File: src/rtl/kernel_pkg.sv
// Shared types, beat count, FSM states and the built-in kernel presets
// for the 3x3 convolution configuration path.
package kernel_pkg;

  typedef logic signed [7:0]             coef_t;
  typedef logic signed [2:0][2:0][7:0]   kernel_t;

  localparam int KERNEL_BEATS = 10;

  typedef enum logic [1:0] {
    ST_IDLE,
    ST_LOAD,
    ST_PENDING
  } state_t;

  typedef struct packed {
    kernel_t kernel;
    coef_t   shift;
  } preset_t;

  function automatic kernel_t mk_kernel(
    input coef_t c00, input coef_t c01, input coef_t c02,
    input coef_t c10, input coef_t c11, input coef_t c12,
    input coef_t c20, input coef_t c21, input coef_t c22
  );
    kernel_t k;
    k[0][0] = c00; k[0][1] = c01; k[0][2] = c02;
    k[1][0] = c10; k[1][1] = c11; k[1][2] = c12;
    k[2][0] = c20; k[2][1] = c21; k[2][2] = c22;
    return k;
  endfunction

  localparam preset_t PRESET_IDENTITY = '{
    kernel: mk_kernel(8'sd0, 8'sd0, 8'sd0,
                      8'sd0, 8'sd1, 8'sd0,
                      8'sd0, 8'sd0, 8'sd0),
    shift:  8'sd0};

  localparam preset_t PRESET_GAUSSIAN = '{
    kernel: mk_kernel(8'sd1, 8'sd2, 8'sd1,
                      8'sd2, 8'sd4, 8'sd2,
                      8'sd1, 8'sd2, 8'sd1),
    shift:  8'sd4};

  localparam preset_t PRESET_SHARPEN = '{
    kernel: mk_kernel( 8'sd0, -8'sd1,  8'sd0,
                      -8'sd1,  8'sd5, -8'sd1,
                       8'sd0, -8'sd1,  8'sd0),
    shift:  8'sd0};

  localparam preset_t PRESET_SOBEL_X = '{
    kernel: mk_kernel(-8'sd1, 8'sd0, 8'sd1,
                      -8'sd2, 8'sd0, 8'sd2,
                      -8'sd1, 8'sd0, 8'sd1),
    shift:  8'sd0};

endpackage

File: src/rtl/kernel_sequencer_if.sv
// Control-side bundle of the kernel sequencer: preset/serial load requests,
// frame boundary strobe and the active kernel handed to the datapath.
interface kernel_sequencer_if;
  import kernel_pkg::*;

  logic        frame_start_in;
  logic        preset_valid_in;
  logic [1:0]  preset_sel_in;
  logic        cfg_valid_in;
  coef_t       cfg_data_in;
  logic        cfg_ready_out;
  logic        abort_in;
  kernel_t     coeffs_out;
  coef_t       shift_out;
  logic        busy_out;
  logic        commit_out;
  logic        error_out;

  modport master (
    output frame_start_in, preset_valid_in, preset_sel_in,
           cfg_valid_in, cfg_data_in, abort_in,
    input  cfg_ready_out, coeffs_out, shift_out,
           busy_out, commit_out, error_out
  );

  modport slave (
    input  frame_start_in, preset_valid_in, preset_sel_in,
           cfg_valid_in, cfg_data_in, abort_in,
    output cfg_ready_out, coeffs_out, shift_out,
           busy_out, commit_out, error_out
  );

endinterface

File: src/rtl/kernel_preset_rom.sv
// Combinational lookup of the four built-in kernels and their normaliser shifts.
module kernel_preset_rom
  import kernel_pkg::*;
(
  input  logic [1:0] preset_sel_in,
  output kernel_t    kernel_out,
  output coef_t      shift_out
);

  preset_t sel;

  always_comb begin
    sel = PRESET_IDENTITY;
    case (preset_sel_in)
      2'd0:    sel = PRESET_IDENTITY;
      2'd1:    sel = PRESET_GAUSSIAN;
      2'd2:    sel = PRESET_SHARPEN;
      default: sel = PRESET_SOBEL_X;
    endcase
  end

  assign kernel_out = sel.kernel;
  assign shift_out  = sel.shift;

endmodule

File: src/rtl/kernel_sequencer.sv
// Shadow/active kernel bank controller: loads a new kernel from a preset or a
// 10-beat serial stream and swaps it in only on a frame start.
module kernel_sequencer
  import kernel_pkg::*;
#(
  parameter int SHIFT_MAX = 15
) (
  input  logic clk_in,
  input  logic rst_n_in,
  kernel_sequencer_if.slave bus
);

  state_t     state;
  logic [3:0] beat;
  kernel_t    shadow;
  coef_t      shadow_shift;
  kernel_t    active;
  coef_t      active_shift;
  logic       commit;
  logic       error;
  kernel_t    rom_kernel;
  coef_t      rom_shift;
  logic       cfg_ready;
  logic       accept;

  // Beats enter at the top and walk down, so beat 0 lands in c[0][0] after nine shifts.
  function automatic kernel_t shift_in(input kernel_t k, input coef_t d);
    logic [71:0] v;
    v = k;
    v = {d, v[71:8]};
    return kernel_t'(v);
  endfunction

  function automatic logic shift_ok(input coef_t d);
    return (d >= 8'sd0) && (int'(d) <= SHIFT_MAX);
  endfunction

  kernel_preset_rom u_rom (
    .preset_sel_in (bus.preset_sel_in),
    .kernel_out    (rom_kernel),
    .shift_out     (rom_shift)
  );

  assign cfg_ready = (state == ST_LOAD) ||
                     ((state == ST_IDLE) && !bus.preset_valid_in);
  assign accept    = bus.cfg_valid_in && cfg_ready;

  always_ff @(posedge clk_in or negedge rst_n_in) begin
    if (!rst_n_in) begin
      state        <= ST_IDLE;
      beat         <= '0;
      shadow       <= '0;
      shadow_shift <= '0;
      active       <= PRESET_GAUSSIAN.kernel;
      active_shift <= PRESET_GAUSSIAN.shift;
      commit       <= 1'b0;
      error        <= 1'b0;
    end else begin
      commit <= 1'b0;
      if (bus.abort_in) begin
        state        <= ST_IDLE;
        beat         <= '0;
        shadow       <= '0;
        shadow_shift <= '0;
      end else begin
        case (state)
          ST_IDLE: begin
            if (bus.preset_valid_in) begin
              shadow       <= rom_kernel;
              shadow_shift <= rom_shift;
              state        <= ST_PENDING;
            end else if (accept) begin
              shadow <= shift_in(shadow, bus.cfg_data_in);
              beat   <= 4'd1;
              state  <= ST_LOAD;
            end
          end
          ST_LOAD: begin
            if (accept) begin
              if (beat == 4'(KERNEL_BEATS - 1)) begin
                beat <= '0;
                if (shift_ok(bus.cfg_data_in)) begin
                  shadow_shift <= bus.cfg_data_in;
                  state        <= ST_PENDING;
                end else begin
                  error        <= 1'b1;
                  shadow       <= '0;
                  shadow_shift <= '0;
                  state        <= ST_IDLE;
                end
              end else begin
                shadow <= shift_in(shadow, bus.cfg_data_in);
                beat   <= beat + 4'd1;
              end
            end
          end
          ST_PENDING: begin
            if (bus.frame_start_in) begin
              active       <= shadow;
              active_shift <= shadow_shift;
              commit       <= 1'b1;
              error        <= 1'b0;
              state        <= ST_IDLE;
            end
          end
          default: state <= ST_IDLE;
        endcase
      end
    end
  end

  assign bus.cfg_ready_out = cfg_ready;
  assign bus.coeffs_out    = active;
  assign bus.shift_out     = active_shift;
  assign bus.busy_out      = (state != ST_IDLE);
  assign bus.commit_out    = commit;
  assign bus.error_out     = error;

endmodule

File: src/flat_wrapper.sv
// flat-port wrapper written by rule: the top's interface ports become plain ports
module kernel_sequencer_flat import kernel_pkg::*;
#(
  parameter int SHIFT_MAX = 15
)
  (clk_in, rst_n_in, bus_frame_start_in, bus_preset_valid_in, bus_preset_sel_in, bus_cfg_valid_in, bus_cfg_data_in, bus_abort_in, bus_cfg_ready_out, bus_coeffs_out, bus_shift_out, bus_busy_out, bus_commit_out, bus_error_out);
  kernel_sequencer_if bus_i ();
  input  logic clk_in;
  input  logic rst_n_in;
  input wire logic [$bits(bus_i.frame_start_in)-1:0] bus_frame_start_in;
  input wire logic [$bits(bus_i.preset_valid_in)-1:0] bus_preset_valid_in;
  input wire logic [$bits(bus_i.preset_sel_in)-1:0] bus_preset_sel_in;
  input wire logic [$bits(bus_i.cfg_valid_in)-1:0] bus_cfg_valid_in;
  input wire logic [$bits(bus_i.cfg_data_in)-1:0] bus_cfg_data_in;
  input wire logic [$bits(bus_i.abort_in)-1:0] bus_abort_in;
  output wire logic [$bits(bus_i.cfg_ready_out)-1:0] bus_cfg_ready_out;
  output wire logic [$bits(bus_i.coeffs_out)-1:0] bus_coeffs_out;
  output wire logic [$bits(bus_i.shift_out)-1:0] bus_shift_out;
  output wire logic [$bits(bus_i.busy_out)-1:0] bus_busy_out;
  output wire logic [$bits(bus_i.commit_out)-1:0] bus_commit_out;
  output wire logic [$bits(bus_i.error_out)-1:0] bus_error_out;
  assign bus_i.frame_start_in = bus_frame_start_in;
  assign bus_i.preset_valid_in = bus_preset_valid_in;
  assign bus_i.preset_sel_in = bus_preset_sel_in;
  assign bus_i.cfg_valid_in = bus_cfg_valid_in;
  assign bus_i.cfg_data_in = bus_cfg_data_in;
  assign bus_i.abort_in = bus_abort_in;
  assign bus_cfg_ready_out = bus_i.cfg_ready_out;
  assign bus_coeffs_out = bus_i.coeffs_out;
  assign bus_shift_out = bus_i.shift_out;
  assign bus_busy_out = bus_i.busy_out;
  assign bus_commit_out = bus_i.commit_out;
  assign bus_error_out = bus_i.error_out;
  kernel_sequencer #(.SHIFT_MAX(SHIFT_MAX)) u_core (.clk_in(clk_in), .rst_n_in(rst_n_in), .bus(bus_i));
endmodule
File: config.mk
export PLATFORM = sky130hd
export DESIGN_NAME = kernel_sequencer_flat
export DESIGN_NICKNAME = d
export VERILOG_FILES = /design/src/rtl/kernel_pkg.sv /design/src/rtl/kernel_sequencer_if.sv /design/src/rtl/kernel_preset_rom.sv /design/src/rtl/kernel_sequencer.sv /design/src/flat_wrapper.sv
export SDC_FILE = /design/constraint.sdc
export NUM_CORES = 1
export LEC_CHECK = 0
export BUFFER_PORTS_ARGS = -buffer_cell sky130_fd_sc_hd__buf_2
export CORE_MARGIN = 2
export CORE_UTILIZATION = 35
export DETAILED_ROUTE_END_ITERATION = 8
export SLEW_MARGIN = 30
export SYNTH_ARGS = -nofsm -noshare
export SYNTH_HDL_FRONTEND = slang
export SYNTH_SLANG_ARGS = --single-unit
File: constraint.sdc
create_clock -name clk_in -period 4.8 [get_ports clk_in]
set_input_delay 1.44 -clock clk_in [delete_from_list [all_inputs] [get_ports clk_in]]
set_output_delay 1.44 -clock clk_in [all_outputs]
set_load 0.05 [all_outputs]
==> results.sh <==
export IMPL_cts_resized=0
export IMPL_synthCells=565
export IMPL_cp_data_required_time_ns=3.36
export IMPL_grt_busiest_layer="met2"
export IMPL_setup_slack_ns=1.13
export IMPL_grt_use_met3=0.0497
export IMPL_postSynthRegisterBits=168
export IMPL_use_met2=0.248
export IMPL_total_switching_power_mw=1.40
export IMPL_adder_and_majority_gate_portion_of_the_synthesized_area=0.0101
export IMPL_nNetsFinal=670
export IMPL_chipWidth_um=150
export IMPL_fraction_of_layout_cells_with_a_size_suffix_above_1=0.430
export IMPL_synth_fp_nets=587
export IMPL_gr_usage_met1=0.226
export IMPL_combinationalPowerShare=0.238
export IMPL_timing_clock_skew_ns=0.0104
export IMPL_layout_worst_path_cycle_share=0.764
export IMPL_worst_setup_path_start_kind="input port"
export IMPL_synth_lib_cells_used_distinct=47
export IMPL_ys_warnings_count=0
export IMPL_cts_sink_count=168
export IMPL_clock_tree_from_tritoncts="yes"
export IMPL_hp_class="reg2reg"
export IMPL_final_period_minus_worst_setup_slack_ns=3.67
export IMPL_hold_slack_ns=0.489
export IMPL_die_area_um2=22400
export IMPL_via_count_of_the_first_global_routing_pass=5106
export IMPL_power_internal_mw=2.77
export IMPL_postCtsHoldBufs=0
export IMPL_io_pins=100
export IMPL_post_route_drc_count=0
export IMPL_finalSetupViolCount=0
export IMPL_iter_0_drt_violations=458
export IMPL_num_fill_cells=1937
export IMPL_maximum_buffer_depth_of_the_clock_tree=2
export IMPL_sequential_cell_area_um2=4220
export IMPL_drt_antenna_violating_nets=0
export IMPL_leakage_power_nw=4.31
export IMPL_arrival_ns=2.23
export IMPL_first_pass_iters=5
export IMPL_htree_num_levels=4
export IMPL_wl_per_cell_um=18.9
export IMPL_gp_routability_congestion=0.817
export IMPL_route_vias_total=4991
export IMPL_synth_xor_area_share=0
export IMPL_post_drt_via_cell_ratio=5.33
export IMPL_ir_drop_v=0.000242
export IMPL_floorplan_rows=53
export IMPL_initial_core_utilization=0.355
export IMPL_power_clock_fraction=0.347
export IMPL_synth_avg_cell_area_um2=13.1
export IMPL_grt_remaining_overflow=0
export IMPL_antenna_found_initial=0
export IMPL_maxSlewHeadroom=0.379
export IMPL_wire_length_of_the_first_global_routing_pass_um=28800
export IMPL_final_common_cell="dfrtp_1"
export IMPL_syn2layout_area_growth_pct=18.3
export IMPL_portBuffers=99
export IMPL_route_final_wire_length_um=17700
export IMPL_setup_tns_ns=0
export IMPL_grt_usage=0.164
export IMPL_clock_insertion_delay_at_the_later_pin_of_the_skew_report_ns=0.43
export IMPL_power_sequential_fraction=0.415
export IMPL_die_h_um=150
export IMPL_ys_seq_area_frac=0.568
export IMPL_outcome="completed"
export IMPL_cts_buffers_inserted=17
export IMPL_rsz0062_at_grt="no"
export IMPL_fmax_ghz=0.273
export IMPL_cap_viol_max_count=0
export IMPL_timing_worst_slew_pin_value_ns=0.929
export IMPL_preCtsSetupSlack_ns=0.936
export IMPL_final_max_slew_viol_count=0
export IMPL_grt_max_degree=92
export IMPL_muxShareOfSynthArea=0.217
export IMPL_clk_pin_slew_ns=0.06
export IMPL_combinational_family_with_the_most_area_after_synthesis="multiplexers"
export IMPL_critical_path_max_fanout=24
export IMPL_synthSimpleGateAreaFrac=0.0740
export IMPL_power_density_nw_per_um2=474
export IMPL_leading_cell_types_in_the_layout_fill_and_taps_excluded="dfrtp_1 (158), buf_2 (98), mux2_2 (85), mux2_4 (40), a21oi_1 (29)"
export IMPL_cts_post_setup_buffers_inserted=0
export IMPL_dp_final_hpwl_um=12100
export IMPL_critPathKind="in2out"
export IMPL_area_of_the_core_um2=20900
export IMPL_netSwitchingFraction=0.336
export IMPL_synth_compound_area_share=0.0937
export IMPL_clk_root_buffer_cell="clkbuf_16"
export IMPL_multiInputGateArea_um2=2940
export IMPL_syn_cell_area_um2=7420
export IMPL_critPathCaptureType="output pin"
export IMPL_final_hold_violation_count=0
## power by group through the flow
| stage | clock (mW) | combinational, mW | sequential [mW] |
|---|---|---|---|
| finish | 1.44 | 0.991 | 1.73 |
| global route | 1.54 | 1.05 | 1.75 |
| CTS | 1.47 | 1.00 | 1.73 |
| detailed placement | 0 | 0.998 | 1.75 |
| global placement | 0 | 0.984 | 1.75 |
| floorplan | 0 | 0.323 | 2.15 |
## per-stage QoR
stage          area (um2)  total power [mW]   util  cells
6_report             8780              4.16  0.420    937
3_5_place_dp         8150              2.75  0.390    904
5_1_grt              8770              4.35  0.420    936
4_1_cts              8770              4.20  0.420    936
2_1_floorplan        7420              2.48      -    565
3_3_place_gp         8150              2.73  0.390    904
## layer usage
layer	wire [um]	vias up
met2	8150	142
met3	1090	28
met4	366	0
met1	8070	2575
li1	-	2246
met5	0	-
## kinds of logic after synthesis
logic type,after synthesis
adders and majority gates,6
buffers and inverters,56
and+or+nand+nor,102
DFF,168
muxes,130
AOI/OAI and AO/OA,103
## cells in the mapped netlist, drive strengths merged
cell type    n  share of area
nand2b       3         0.0025
a221oi       3         0.0035
a211oi      17          0.017
nand2        9         0.0046
nor3        19          0.013
a221o        5         0.0067
a31oi       16          0.013
or3          1        0.00084
mux2       127           0.21
mux2i        3         0.0040
nor4         2         0.0017
or2          1        0.00084
or4          2         0.0025
a21oi       30          0.020
inv          9         0.0046
a21o         1         0.0010
o2bb2ai      2         0.0024
buf         10          0.014
nor2        10         0.0051
o22a         1         0.0012
and3        21          0.018
o221ai       1         0.0012
a311oi       1         0.0012
ha           6          0.010
a2bb2oi      1         0.0020
o211ai       1         0.0010
and3b        1         0.0012
o311a        1         0.0013
dfrtp      158           0.53
o22ai        1        0.00084
o31ai        2         0.0020
nor4b        1         0.0012
nand3       25          0.017
o21ai       15          0.012
dfstp       10          0.035
nor2b        1        0.00084
and2         4         0.0034
a32o         5         0.0067
nand3b       2         0.0020
clkbuf      37          0.019
## flip-flops by register name, indices dropped and copies added (netlist names)
name / flops
u_core.shadow: 72
u_core.bus.shift_out: 8
u_core.bus.error_out: 1
u_core.shadow_shift: 8
u_core.state: 2
u_core.bus.commit_out: 1
u_core.beat: 4
u_core.bus.coeffs_out: 72
## final cells by class
class / instances / share of cell area
Timing Repair Buffer: 111 / 0.0703
Multi-Input combinational cell: 341 / 0.335
Clock inverter: 15 / 0.0225
Clock buffer: 17 / 0.0485
Sequential cell: 168 / 0.480
Antenna cell: 1 / 0.000285
Tap cell: 275 / 0.0392
Inverter: 9 / 0.00385
## final timing paths
check | startpoint | to | slack (ns) | cells past startpoint
setup / recovery | bus_preset_valid_in | bus_cfg_ready_out | 1.13 | 3
hold / removal | u_core.shadow_shift[6]$_DFFE_PN0P_ | u_core.shadow_shift[6]$_DFFE_PN0P_ | 0.49 | 1
setup reg to reg | u_core.state[1]$_DFFE_PN0P_ | u_core.shadow[36]$_DFFE_PN0P_ | 1.66 | 6
hold reg to reg | u_core.shadow_shift[6]$_DFFE_PN0P_ | u_core.shadow_shift[6]$_DFFE_PN0P_ | 0.49 | 1
max in group asynchronous | rst_n_in | u_core.bus.shift_out[2]$_DFFE_PN1P_ | 2.75 | 2
min in group asynchronous | rst_n_in | u_core.shadow_shift[7]$_DFFE_PN0P_ | 1.06 | 1
## worst max-delay path, cell delays in order
cell and delay, ns:
buf_2 0.26, a21oi_1 0.21, buf_2 0.31
No activity file was read; power rests on OpenSTA's default activity.
